--- config.mk ---
export PLATFORM = sky130hd
export DESIGN_NAME = fetch_req_ctl_flat
export DESIGN_NICKNAME = d
export VERILOG_FILES = /design/src/rtl/fetch_req_ctl_pkg.sv /design/src/rtl/fetch_req_ctl_if.sv /design/src/rtl/fetch_line_fifo.sv /design/src/rtl/fetch_req_ctl.sv /design/src/flat_wrapper.sv
export SDC_FILE = /design/constraint.sdc
export NUM_CORES = 1
export LEC_CHECK = 0
export BUFFER_PORTS_ARGS = -buffer_cell sky130_fd_sc_hd__buf_2
export CAP_MARGIN = 20
export CELL_PAD_IN_SITES_DETAIL_PLACEMENT = 0
export CELL_PAD_IN_SITES_GLOBAL_PLACEMENT = 2
export CORE_MARGIN = 5
export CORE_UTILIZATION = 46
export CTS_BUF_LIST = sky130_fd_sc_hd__clkbuf_4
export DETAILED_ROUTE_END_ITERATION = 16
export GPL_TIMING_DRIVEN = 0
export PLACE_DENSITY_LB_ADDON = 0.1
export SETUP_SLACK_MARGIN = 0.15
export SKIP_CTS_REPAIR_TIMING = 1
export SYNTH_ARGS = -nofsm -noshare
export SYNTH_HDL_FRONTEND = slang
export SYNTH_SLANG_ARGS = --single-unit
--- constraint.sdc ---
create_clock -name clk -period 6.7 [get_ports clk]
set_clock_uncertainty 0.1 [all_clocks]
set_input_delay 0.67 -clock clk [delete_from_list [all_inputs] [get_ports clk]]
set_output_delay 0.67 -clock clk [all_outputs]
set_load 0.01 [all_outputs]
--- src/rtl/fetch_req_ctl_pkg.sv ---
// fetch_req_ctl_pkg: memory request/response types and fetch-line types shared by the fetch request controller
package mem_common;
  localparam int MEM_ID_BITS = 4;
  localparam int MEM_DATA_BITS = 128;
  localparam int MEM_ADDR_BITS = 32;
  typedef struct packed {
    logic                     valid;
    logic [MEM_ID_BITS-1:0]   id;
    logic [MEM_ADDR_BITS-1:0] addr;
  } t_mem_req;
  typedef struct packed {
    logic                     valid;
    logic [MEM_ID_BITS-1:0]   id;
    logic [MEM_DATA_BITS-1:0] data;
  } t_mem_rsp;
endpackage

package fetch_req_ctl_pkg;
  import mem_common::*;
  localparam int FETCH_LINE_BYTES = 16;
  localparam int LINE_OFS_BITS = $clog2(FETCH_LINE_BYTES);
  typedef struct packed {
    logic [31:0]              pc;
    logic [MEM_DATA_BITS-1:0] data;
  } t_fetch_line;
  function automatic logic [31:0] line_align(input logic [31:0] a);
    return {a[31:LINE_OFS_BITS], {LINE_OFS_BITS{1'b0}}};
  endfunction
endpackage

--- src/rtl/fetch_req_ctl_if.sv ---
// fetch_req_ctl_if: redirect input, icache req/rsp and decode line handshake; slave = controller, master = environment
interface fetch_req_ctl_if;
  import mem_common::*;
  logic                     redirect_nnn;
  logic [31:0]              redirect_pc_nnn;
  t_mem_req                 fb_ic_req_nnn;
  t_mem_rsp                 ic_fb_rsp_nnn;
  logic                     line_valid_fb1;
  logic [31:0]              line_pc_fb1;
  logic [MEM_DATA_BITS-1:0] line_data_fb1;
  logic                     line_ready_fb1;
  modport slave (
    input  redirect_nnn, redirect_pc_nnn, ic_fb_rsp_nnn, line_ready_fb1,
    output fb_ic_req_nnn, line_valid_fb1, line_pc_fb1, line_data_fb1
  );
  modport master (
    output redirect_nnn, redirect_pc_nnn, ic_fb_rsp_nnn, line_ready_fb1,
    input  fb_ic_req_nnn, line_valid_fb1, line_pc_fb1, line_data_fb1
  );
endinterface

--- src/rtl/fetch_line_fifo.sv ---
// fetch_line_fifo: flushable circular line buffer (clk, rst, flush_i, push_i/data_i, pop_i, valid_o/data_o head, count_o)
module fetch_line_fifo #(
  parameter int DEPTH = 4,
  parameter int WIDTH = 160,
  localparam int CW = $clog2(DEPTH) + 1,
  localparam int PW = (DEPTH > 1) ? $clog2(DEPTH) : 1
) (
  input  logic             clk,
  input  logic             rst,
  input  logic             flush_i,
  input  logic             push_i,
  input  logic [WIDTH-1:0] data_i,
  input  logic             pop_i,
  output logic             valid_o,
  output logic [WIDTH-1:0] data_o,
  output logic [CW-1:0]    count_o
);
  logic [WIDTH-1:0] mem_q [DEPTH];
  logic [PW-1:0] rd_q, rd_d, wr_q, wr_d;
  logic [CW-1:0] cnt_q, cnt_d;
  logic do_push, do_pop;
  function automatic logic [PW-1:0] ptr_inc(input logic [PW-1:0] p);
    return (p == PW'(DEPTH - 1)) ? '0 : p + 1'b1;
  endfunction
  always_comb begin
    do_pop = pop_i && (cnt_q != '0) && !flush_i;
    do_push = push_i && !flush_i;
    rd_d = flush_i ? '0 : do_pop ? ptr_inc(rd_q) : rd_q;
    wr_d = flush_i ? '0 : do_push ? ptr_inc(wr_q) : wr_q;
    cnt_d = flush_i ? '0 : cnt_q + CW'(do_push) - CW'(do_pop);
    valid_o = cnt_q != '0;
    data_o = mem_q[rd_q];
    count_o = cnt_q;
  end
  always_ff @(posedge clk or posedge rst)
    if (rst) begin
      rd_q <= '0;
      wr_q <= '0;
      cnt_q <= '0;
    end else begin
      rd_q <= rd_d;
      wr_q <= wr_d;
      cnt_q <= cnt_d;
    end
  always_ff @(posedge clk)
    if (do_push) mem_q[wr_q] <= data_i;
  a_no_overflow: assert property (@(posedge clk) disable iff (rst)
    !(do_push && !do_pop && cnt_q == CW'(DEPTH)));
  a_cnt_range: assert property (@(posedge clk) disable iff (rst) cnt_q <= CW'(DEPTH));
endmodule

--- src/rtl/fetch_req_ctl.sv ---
// fetch_req_ctl: credit-limited icache line fetcher with redirect/stale tracking (clk, reset, bus: redirect, icache req/rsp, decode line)
module fetch_req_ctl
  import mem_common::*;
  import fetch_req_ctl_pkg::*;
#(
  parameter int          NUM_OUTST = 4,
  parameter logic [31:0] RESET_PC  = 32'h0
) (
  input logic            clk,
  input logic            reset,
  fetch_req_ctl_if.slave bus
);
  localparam int CW = $clog2(NUM_OUTST) + 1;
  localparam int SW = (NUM_OUTST > 1) ? $clog2(NUM_OUTST) : 1;
  localparam int LW = $bits(t_fetch_line);
  logic [31:0] pc_q, pc_d;
  logic [CW-1:0] infl_q, infl_d, fifo_cnt;
  logic [SW-1:0] alloc_q, alloc_d, oldest_q, oldest_d;
  logic [31:0] slot_pc_q [NUM_OUTST];
  logic [31:0] slot_pc_d [NUM_OUTST];
  logic [NUM_OUTST-1:0] stale_q, stale_d;
  logic issued_any_q, issued_any_d;
  logic issue, rsp_fire, push, pop, line_valid;
  t_fetch_line push_line, head_line;
  function automatic logic [SW-1:0] slot_inc(input logic [SW-1:0] s);
    return (s == SW'(NUM_OUTST - 1)) ? '0 : s + 1'b1;
  endfunction
  always_comb begin
    issue = !reset && !bus.redirect_nnn && (({1'b0, infl_q} + {1'b0, fifo_cnt}) < (CW+1)'(NUM_OUTST));
    rsp_fire = bus.ic_fb_rsp_nnn.valid && (infl_q != '0);
    push = rsp_fire && !stale_q[oldest_q] && !bus.redirect_nnn;
    pop = line_valid && bus.line_ready_fb1;
    push_line = t_fetch_line'{pc: slot_pc_q[oldest_q], data: bus.ic_fb_rsp_nnn.data};
    pc_d = bus.redirect_nnn ? bus.redirect_pc_nnn : issue ? line_align(pc_q) + 32'(FETCH_LINE_BYTES) : pc_q;
    infl_d = infl_q + CW'(issue) - CW'(rsp_fire);
    alloc_d = issue ? slot_inc(alloc_q) : alloc_q;
    oldest_d = rsp_fire ? slot_inc(oldest_q) : oldest_q;
    issued_any_d = issued_any_q || issue;
    for (int s = 0; s < NUM_OUTST; s++) begin
      slot_pc_d[s] = (issue && alloc_q == SW'(s)) ? pc_q : slot_pc_q[s];
      stale_d[s] = (issue && alloc_q == SW'(s)) ? 1'b0 : (bus.redirect_nnn || stale_q[s]);
    end
  end
  always_ff @(posedge clk or posedge reset)
    if (reset) begin
      pc_q <= RESET_PC;
      infl_q <= '0;
      alloc_q <= '0;
      oldest_q <= '0;
      stale_q <= '0;
      issued_any_q <= 1'b0;
      slot_pc_q <= '{default: '0};
    end else begin
      pc_q <= pc_d;
      infl_q <= infl_d;
      alloc_q <= alloc_d;
      oldest_q <= oldest_d;
      stale_q <= stale_d;
      issued_any_q <= issued_any_d;
      slot_pc_q <= slot_pc_d;
    end
  always_comb begin
    bus.fb_ic_req_nnn = issue ? t_mem_req'{valid: 1'b1, id: MEM_ID_BITS'(alloc_q), addr: line_align(pc_q)} : t_mem_req'('0);
    bus.line_valid_fb1 = line_valid;
    bus.line_pc_fb1 = line_valid ? head_line.pc : '0;
    bus.line_data_fb1 = line_valid ? head_line.data : '0;
  end
  fetch_line_fifo #(.DEPTH(NUM_OUTST), .WIDTH(LW)) u_line_fifo (
    .clk     (clk),
    .rst     (reset),
    .flush_i (bus.redirect_nnn),
    .push_i  (push),
    .data_i  (push_line),
    .pop_i   (pop),
    .valid_o (line_valid),
    .data_o  (head_line),
    .count_o (fifo_cnt)
  );
  a_rsp_in_order: assert property (@(posedge clk) disable iff (reset)
    rsp_fire |-> bus.ic_fb_rsp_nnn.id == MEM_ID_BITS'(oldest_q));
  a_rsp_spurious: assert property (@(posedge clk) disable iff (reset)
    (bus.ic_fb_rsp_nnn.valid && issued_any_q) |-> infl_q != '0);
  a_infl_range: assert property (@(posedge clk) disable iff (reset) infl_q <= CW'(NUM_OUTST));
endmodule

--- src/flat_wrapper.sv ---
// flat-port wrapper written by rule: the top's interface ports become plain ports
module fetch_req_ctl_flat import mem_common::*; import fetch_req_ctl_pkg::*;
#(
  parameter int          NUM_OUTST = 4,
  parameter logic [31:0] RESET_PC  = 32'h0
)
  (clk, reset, bus_redirect_nnn, bus_redirect_pc_nnn, bus_ic_fb_rsp_nnn, bus_line_ready_fb1, bus_fb_ic_req_nnn, bus_line_valid_fb1, bus_line_pc_fb1, bus_line_data_fb1);
  fetch_req_ctl_if bus_i ();
  input logic clk;
  input logic reset;
  input wire logic [$bits(bus_i.redirect_nnn)-1:0] bus_redirect_nnn;
  input wire logic [$bits(bus_i.redirect_pc_nnn)-1:0] bus_redirect_pc_nnn;
  input wire logic [$bits(bus_i.ic_fb_rsp_nnn)-1:0] bus_ic_fb_rsp_nnn;
  input wire logic [$bits(bus_i.line_ready_fb1)-1:0] bus_line_ready_fb1;
  output wire logic [$bits(bus_i.fb_ic_req_nnn)-1:0] bus_fb_ic_req_nnn;
  output wire logic [$bits(bus_i.line_valid_fb1)-1:0] bus_line_valid_fb1;
  output wire logic [$bits(bus_i.line_pc_fb1)-1:0] bus_line_pc_fb1;
  output wire logic [$bits(bus_i.line_data_fb1)-1:0] bus_line_data_fb1;
  assign bus_i.redirect_nnn = bus_redirect_nnn;
  assign bus_i.redirect_pc_nnn = bus_redirect_pc_nnn;
  assign bus_i.ic_fb_rsp_nnn = bus_ic_fb_rsp_nnn;
  assign bus_i.line_ready_fb1 = bus_line_ready_fb1;
  assign bus_fb_ic_req_nnn = bus_i.fb_ic_req_nnn;
  assign bus_line_valid_fb1 = bus_i.line_valid_fb1;
  assign bus_line_pc_fb1 = bus_i.line_pc_fb1;
  assign bus_line_data_fb1 = bus_i.line_data_fb1;
  fetch_req_ctl #(.NUM_OUTST(NUM_OUTST), .RESET_PC(RESET_PC)) u_core (.clk(clk), .reset(reset), .bus(bus_i));
endmodule
==> impl_metrics.toml <==
[status]
outcome = "complete, no violations"

[clocking]
clockBufferDepth = 3
insertion_delay_ps = 1010
htreeDepth = 4
cts_made_buffers = 206
clkSinkCount = 818
clock-root-buffer = "clkbuf_4"
cts_tree = "done"
cts.clk_slew.worst_paths_ps = 60

[worst_setup_path]
crit_path_end_kind = "primary output"
rr_startpoint = "u_core.oldest_q[0]"
cp.arrival_ps = 3690
startpoint_type = "flip-flop"
crit_fanout = 10
crit_start = "u_core.u_line_fifo.count_o[1]"
crit_type = "flip-flop to primary output"
worstPathRequired_ps = 5930

[logic_synthesis]
syn_area_per_cell_sq_um = 19.3
yosysMostFrequentCell = "edfxtp_1"
yosysUniqueCellTypes = 57
synth_top_area_cell = "edfxtp_1"
yosysSeqAreaShare_pct = 72.3
yosysTopAreaCellShare_pct = 58.7
synth_area_sq_um = 32700
async_flop_share_pct = 21.8
synth_flop_cell = "edfxtp_1"
synth_commonest_cells = "640 x edfxtp_1, 193 x mux4_2, 188 x and2_1, 178 x dfrtp_1, 111 x mux2_2"
synthCells = 1696
yosysWarningCount = 0
ys_ff_latch = 818
synth_area_leaders = "edfxtp_1 59%, dfrtp_1 14%, mux4_2 13%, mux2_2 3.8%, and2_1 3.6%"
synth_edf_count = 640

[die]
die_w_microns = 277
core_sq_um = 70300
ioPinCount = 367
die-area_sq_um = 76600
initial_core_util_pct = 46.6
die_h_microns = 277
rows = 97

[sta]
fin_crit_ps = 4460
final_max_slew_viol_count = 0
final-hold-violation-count = 0
setup_violations = 0
worst_slew_pin_slew_ps = 978
finalSetupTns_ps = 0
fmax_mhz = 224
slew_headroom_pct = 34.2
rsz0062_at_grt = "no"
hold_ws_ps = 134
period_share_pct = 66.5

[layout]
stdcell_count = 3524
drive_above_1_share_pct = 41.3
area_delta_synth_final_pct = 22.9
post-route-util_pct = 57.3
nets = 2629
fin_area_sq_um = 40200

[pwr]
p_per_area_nw_per_um2 = 347
vdd_drop_max_mv = 0.147
power_leakage_uw = 0.0152

[route]
final_antenna_net_count = 0
vias = 18400
drt-total-wl_microns = 76700
drtIter0Drc = 1016
wl_per_cell_microns = 21.8
drc = 0
dr.pass1.iters = 5
viasPerCell = 5.21

[global_route]
grt_max_degree = 130
grt.total_usage_pct = 19.9
grt_first_pass_wirelength_microns = 117000
antenna_found_initial = 4
grt.overflow.total = 0
grt_pass1_vias = 19200

[job]
maxCapViolCount = 0

[placed_design]
place_congestion = 0.782
placed_cells = 3010
place_area_sq_um = 36100
io_buffers = 356
hpwl_microns = 50700

[hold_path]
min-delay-path-class = "input port to flip-flop"
min_from = "bus_redirect_nnn"
[registers in the layout, indices dropped and copies added (netlist names)]
name and count:
u_core.u_line_fifo.mem_q 640, u_core.u_line_fifo.rd_q 2, u_core.pc_q 32, u_core.oldest_q 2, u_core.stale_q 4, u_core.alloc_q 2, u_core.u_line_fifo.count_o 3, u_core.u_line_fifo.wr_q 2
u_core.slot_pc_q 128, u_core.infl_q 3
[cell type report]
type	instances	area, sq um
antenna	5	12.5
sequential	818	23700
clock inverter	46	256
tap	940	1180
clock buffer	300	2250
inverter	21	93.8
fill	5657	30000
buffer	111	564
timing repair buffer	532	3760
multi-input combinational	751	8450
[path summary, 6_finish.rpt]
path                                                   endpoint  slack [ps]  depth (start not counted)
worst max register to register  u_core.u_line_fifo.mem_q[2][30]        3040                          7
worst min-delay path              u_core.u_line_fifo.count_o[0]         130                          3
min in group asynchronous                  u_core.slot_pc_q[65]         180                          3
max in group asynchronous                  u_core.slot_pc_q[81]        5300                          4
worst min register to register             u_core.slot_pc_q[26]         370                          2
worst max-delay path                      bus_line_data_fb1[45]        2240                          7
[power breakdown]
group / switching, uW / total [uW] / internal [uW]
sequential: 246 / 6430 / 6180
combinational: 1860 / 3560 / 1690
clock: 1910 / 3990 / 2080
total: 4020 / 14000 / 9950
[layer usage]
layer / vias to the layer above / GRT usage [%] / share of wire (%)
li1: 8268 / - / -
met2: 519 / 33.4 / 51
met4: 0 / 5.71 / 1.6
met1: 9476 / 25.7 / 42
met5: - / 0 / 0
met3: 102 / 5.87 / 5.5
[logic make-up (layout without fill, tap and decap cells)]
kind of cell | after synthesis | in the layout | share of synthesized area (%)
buffers and inverters | 132 | 1010 | 1.99
muxes | 314 | 314 | 17.4
and+or+nand+nor | 326 | 326 | 5.74
DFF | 818 | 818 | 72.3
xor gates and xnor gates | 7 | 7 | 0.187
other | 1 | 11 | 0.0115
adders and majority gates | 19 | 19 | 0.772
AOI/OAI and AO/OA | 79 | 79 | 1.60
[worst max-delay path, cell delays in order, from the launching register on]
cell and delay [ps]:
dfrtp_1 440, or3_1 140, clkbuf_1 640, clkbuf_1 460, buf_8 220, clkbuf_1 420, and2_1 250, buf_2 150
[layout by cell type (no fill, tap or decap), types with 24 or more instances in the layout]
cell           netlist  layout
edfxtp_1           640     640
buf_2               36     392
clkbuf_4             0     300
mux4_2             193     193
and2_1             188     184
dfrtp_1            178     178
dlygate4sd3_1        0     162
mux2_2             111     111
nand2_1             63      63
clkbuf_1            42      42
clkinv_1             1      34
o21ai_0             31      31
nor2_1              24      24
[metrics by stage]
stage          power (uW)  setup WS, ps
2_1_floorplan        8780          1020
3_3_place_gp        10000         -2570
3_5_place_dp        10100          2710
4_1_cts             14100          1580
5_1_grt             14800          1920
6_report            14000          2240
(Power assumes the default switching activity.)
